## src/rtl/inst_queue.sv

```systemverilog
// Instruction queue between fetch and the two decode slots.
// Circular buffer taking up to two pushes and two pops per cycle.
module inst_queue #(
    parameter int DEPTH = 8
) (
    input  logic         clk,
    input  logic         rst,
    input  logic         flush,
    input  logic [1:0]   in_valid,
    input  logic [31:0]  in_inst0,
    input  logic [31:0]  in_inst1,
    input  logic [31:0]  in_pc0,
    input  logic [31:0]  in_pc1,
    input  logic [31:0]  in_pc_next0,
    input  logic [31:0]  in_pc_next1,
    input  logic [6:0]   in_exception0,
    input  logic [6:0]   in_exception1,
    output logic         in_ready,
    output logic [102:0] out_packet0,
    output logic [102:0] out_packet1,
    output logic [1:0]   out_valid,
    input  logic [1:0]   out_accept
);

    localparam int AW = $clog2(DEPTH);
    localparam int CW = AW + 1;
    localparam logic [31:0] NOP = 32'h03400000;

    logic [AW-1:0] head;
    logic [AW-1:0] tail;
    logic [AW-1:0] head_p1;
    logic [AW-1:0] tail_p1;
    logic [CW-1:0] count;
    logic [CW-1:0] np;
    logic [CW-1:0] nc;
    logic          push0;
    logic          push1;
    logic          pop0;
    logic          pop1;
    logic          clear;
    logic [102:0]  pack0;
    logic [102:0]  pack1;
    logic [102:0]  mem [DEPTH];

    // Faulting fetches carry a NOP so decode raises no spurious illegal-inst.
    function automatic logic [102:0] pack(
        input logic [6:0]  exc,
        input logic [31:0] pc_next,
        input logic [31:0] pc,
        input logic [31:0] inst
    );
        logic [31:0] word;
        word = (exc != 7'd0) ? NOP : inst;
        return {exc, pc_next, pc, word};
    endfunction

    assign clear   = rst | flush;
    assign head_p1 = head + AW'(1);
    assign tail_p1 = tail + AW'(1);

    assign in_ready     = (count <= CW'(DEPTH - 2));
    assign out_valid[0] = (count != CW'(0));
    assign out_valid[1] = (count > CW'(1));

    assign push0 = in_ready & in_valid[0];
    assign push1 = push0 & in_valid[1];
    assign pop0  = out_accept[0] & out_valid[0];
    assign pop1  = pop0 & out_accept[1] & out_valid[1];

    assign np = CW'(push0) + CW'(push1);
    assign nc = CW'(pop0) + CW'(pop1);

    assign pack0 = pack(in_exception0, in_pc_next0, in_pc0, in_inst0);
    assign pack1 = pack(in_exception1, in_pc_next1, in_pc1, in_inst1);

    assign out_packet0 = mem[head];
    assign out_packet1 = mem[head_p1];

    always_ff @(posedge clk) begin
        if (clear) begin
            head  <= '0;
            tail  <= '0;
            count <= '0;
        end else begin
            head  <= head + nc[AW-1:0];
            tail  <= tail + np[AW-1:0];
            count <= count + np - nc;
        end
    end

    // Storage is not reset; occupancy alone decides what is valid.
    always_ff @(posedge clk) begin
        if (!clear) begin
            if (push0) mem[tail] <= pack0;
            if (push1) mem[tail_p1] <= pack1;
        end
    end

endmodule

```

## config.mk

```make
export PLATFORM = sky130hd
export DESIGN_NAME = inst_queue
export DESIGN_NICKNAME = d
export VERILOG_FILES = /design/src/rtl/inst_queue.sv
export SDC_FILE = /design/constraint.sdc
export NUM_CORES = 2
export LEC_CHECK = 0
export CAP_MARGIN = 40
export CELL_PAD_IN_SITES_DETAIL_PLACEMENT = 0
export CELL_PAD_IN_SITES_GLOBAL_PLACEMENT = 1
export CORE_ASPECT_RATIO = 1.4
export CORE_MARGIN = 1
export CORE_UTILIZATION = 55
export DETAILED_ROUTE_END_ITERATION = 8
export HOLD_SLACK_MARGIN = 0.15
export PLACE_DENSITY = 0.86
export RECOVER_POWER = 50
export SLEW_MARGIN = 5
export SYNTH_ARGS = -nofsm -noshare
export SYNTH_HDL_FRONTEND = slang
export SYNTH_SLANG_ARGS = --single-unit
```

## constraint.sdc

```tcl
create_clock -name clk -period 33.4 [get_ports clk]
set_input_delay 10.02 -clock clk [delete_from_list [all_inputs] [get_ports clk]]
set_output_delay 10.02 -clock clk [all_outputs]
set_load 0.05 [all_outputs]
```

==> impl_metrics.ini <==
[cts]
cts_hold_buf = 0
clock_latency_ns = 0.66
cts_sinks = 834
clockBufferDepth = 3
cts_made_buffers = 85
cts_tree = done
ctsRootBufferMaster = clkbuf_16
post_cts_resized = 0
path_clk_slew_ns = 0.06
htreeDepth = 3
post_cts_buffers = 0

[power_and_ir_drop]
clock_power_share = 0.298
pwr-share-comb = 0.336
p_int_mw = 2.20
sw_frac_of_total = 0.321
p_switching_mw = 1.04
power.total_mw = 3.24
power.density_nw_per_um2 = 57.7
ir_drop_mv = 0.0438
p_leak_nw = 17.5
seq_power_share = 0.366

[detailed_routing]
wire_per_inst_um = 31.6
routed_wl_um = 135000
drcViolationCount = 0
drtIter0Drc = 2324
via_count = 28300
ant_nets = 0
first_pass_iters = 5
routed_via_density = 6.64

[status]
outcome = finished, violations left
violations = capacitance limit, slew limit

[setup_path]
startpoint_type = input port
reg2reg_to = mem[1][78]
crit_chain = dlygate4sd3_1 > nor4b_1 > nand2_1 > nor3_1 > clkbuf_1 > mux2_2
crit_path_top_delay_cell = clkbuf_1
critical-path-top-delay-family = buffers and inverters
worst_ep_arrival_time_ns = 19.49
reg2reg_slack_ns = 23.60
crit_path_max_fanout = 103
r2r_start = tail[0]
end_kind = flop
critPathRequiredTime_ns = 33.86
worstSetupPathType = in2reg
cp_num_buf_inv = 2
ff2ff_path_depth = 6
worst_path_largest_cell_delay_ns = 6.63

[cells_and_area]
nets = 3248
layout-drive-gt1-share = 0.440
final_cells = 4264
final_common_cell = edfxtp_1
final_cell_mix = edfxtp_1, mux2_2, clkdlybuf4s50_1
syn_to_final_growth_pct = 16.7

[global_routing]
grt_pass1_wl_um = 198000
grt_overflow = 0
grt_pass1_vias = 30500
antenna_found_initial = 30
grt_usage = 0.307
grt_max_degree = 141

[yosys]
synthesis.area_um2 = 48000
ys_async_sr_fraction = 0
synth-edff-count = 824
synth.avg_cell_area_um2 = 18.1
ys_seq_area_frac = 0.519
ys_ff_latch = 834
synthFlopType = edfxtp_1
syn_nets = 2879
postSynthCellCount = 2651
ys_types = 39
ys.warnings.count = 0

[timing]
finalSetupViolCount = 0
finalSetupTns_ns = 0
timing.final.hold_violations = 0
drv_slew = 997
skew_ns = 0.0208
relSlewSlack = -5.41
period_share = 0.570
max_freq_mhz = 52.6
finalCriticalPeriod_ns = 19.03
hold_slack_ns = 0.644
worst-slew-pin-transition_ns = 9.62
rsz0062_at_grt = no

[floorplanning]
die_y_um = 352
start_util = 0.558
die_area_um2 = 88500
rows = 127
ios = 422
core-area_um2 = 86100
dieWidth_um = 252

[place]
io_buffers = 421
dp_hpwl_um = 81500
dp_cells = 4094
place_congestion = 0.792

[hold_path]
min_path_type = reg2reg
min_from = tail[2]
min_to = tail[2]
hold_depth = 2

[run]
cap_violations = 33
-- tightest hold or removal path: cells and delay by family (launching register included) --
family	cells	cell delay, ns
XOR/XNOR	1	0.18
flip-flops	1	0.39
AND/OR/NAND/NOR	1	0.04
-- cell type report --
type,instances,area [um2]
multi-input cells,1587,21800
clock buffers,106,2300
fillers,6093,30000
inverters,11,41.3
diodes,15,37.5
flip-flops and latches,834,25000
repair buffers,501,4980
clock inverters,49,460
well taps,1161,1450
-- metrics by stage --
step	util	cell area, um2	setup slack (ns)
6_report	0.651	56100	14.37
5_1_grt	0.651	56100	14.18
4_1_cts	0.657	56600	18.45
3_5_place_dp	0.625	53900	19.16
3_3_place_gp	0.617	53200	18.46
2_1_floorplan	-	48000	11.68
-- flip-flops by register name, summed over array words and instances (netlist names) --
register and cells:
mem 824, count 4, head 3, tail 3
-- power groups by stage --
stage | sequential [mW] | combinational (mW) | clock, mW
final | 1.19 | 1.09 | 0.964
after global routing | 1.19 | 1.13 | 1.01
after CTS | 1.18 | 1.09 | 0.972
after detailed placement | 1.21 | 1.09 | 0
after global placement | 1.21 | 1.06 | 0
after floorplan | 1.20 | 0.764 | 0
-- metal layers --
layer	up-vias	global-route usage	wire (um)
met5	-	0	193
met4	28	0.124	4410
met3	247	0.0607	11100
met2	1270	0.529	69000
met1	15000	0.380	50200
li1	11800	-	-
-- Yosys cell counts (all sizes together), types with 2 or more instances --
library cell / n / area (um2)
fa: 4 / 80.1
nand2: 62 / 383
edfxtp: 824 / 24700
or4: 2 / 22.5
nor4: 2 / 42.5
nand2b: 3 / 18.8
clkbuf: 54 / 203
xor2: 2 / 17.5
mux2i: 258 / 2590
nor2b: 9 / 56.3
mux4: 412 / 9280
o21bai: 5 / 37.5
o21ai: 2 / 10.0
mux2: 775 / 8930
nand3: 5 / 25.0
inv: 11 / 41.3
nor3: 4 / 40.0
and3: 4 / 25.0
xnor2: 4 / 35.0
dfxtp: 10 / 200
nor2: 8 / 30.0
or2: 3 / 18.8
and2: 7 / 45.1
buf: 165 / 973
ha: 11 / 138
-- logic make-up after synthesis --
logic type      count (synthesis)  synth area share
compound gates                 10           0.00143
fa+ha+maj                      15           0.00453
simple gates                  111            0.0153
xor+xnor                        6           0.00109
flops                         834             0.519
mux                          1445             0.433
buf+inv                       230            0.0253
-- worst max-delay path by stage --
stage                       start               to  slack [ns]  cells after the start
after detailed placement  head[0]  out_packet1[24]       19.16                      5
after global routing        flush       mem[1][31]       14.18                      6
final                       flush       mem[1][78]       14.37                      6
after floorplan             flush        mem[0][0]       11.68                      3
after global placement    head[1]  out_packet1[67]       18.46                      6
after CTS                 head[0]  out_packet1[24]       18.45                      5
No activity file was read; power rests on OpenSTA's default activity.
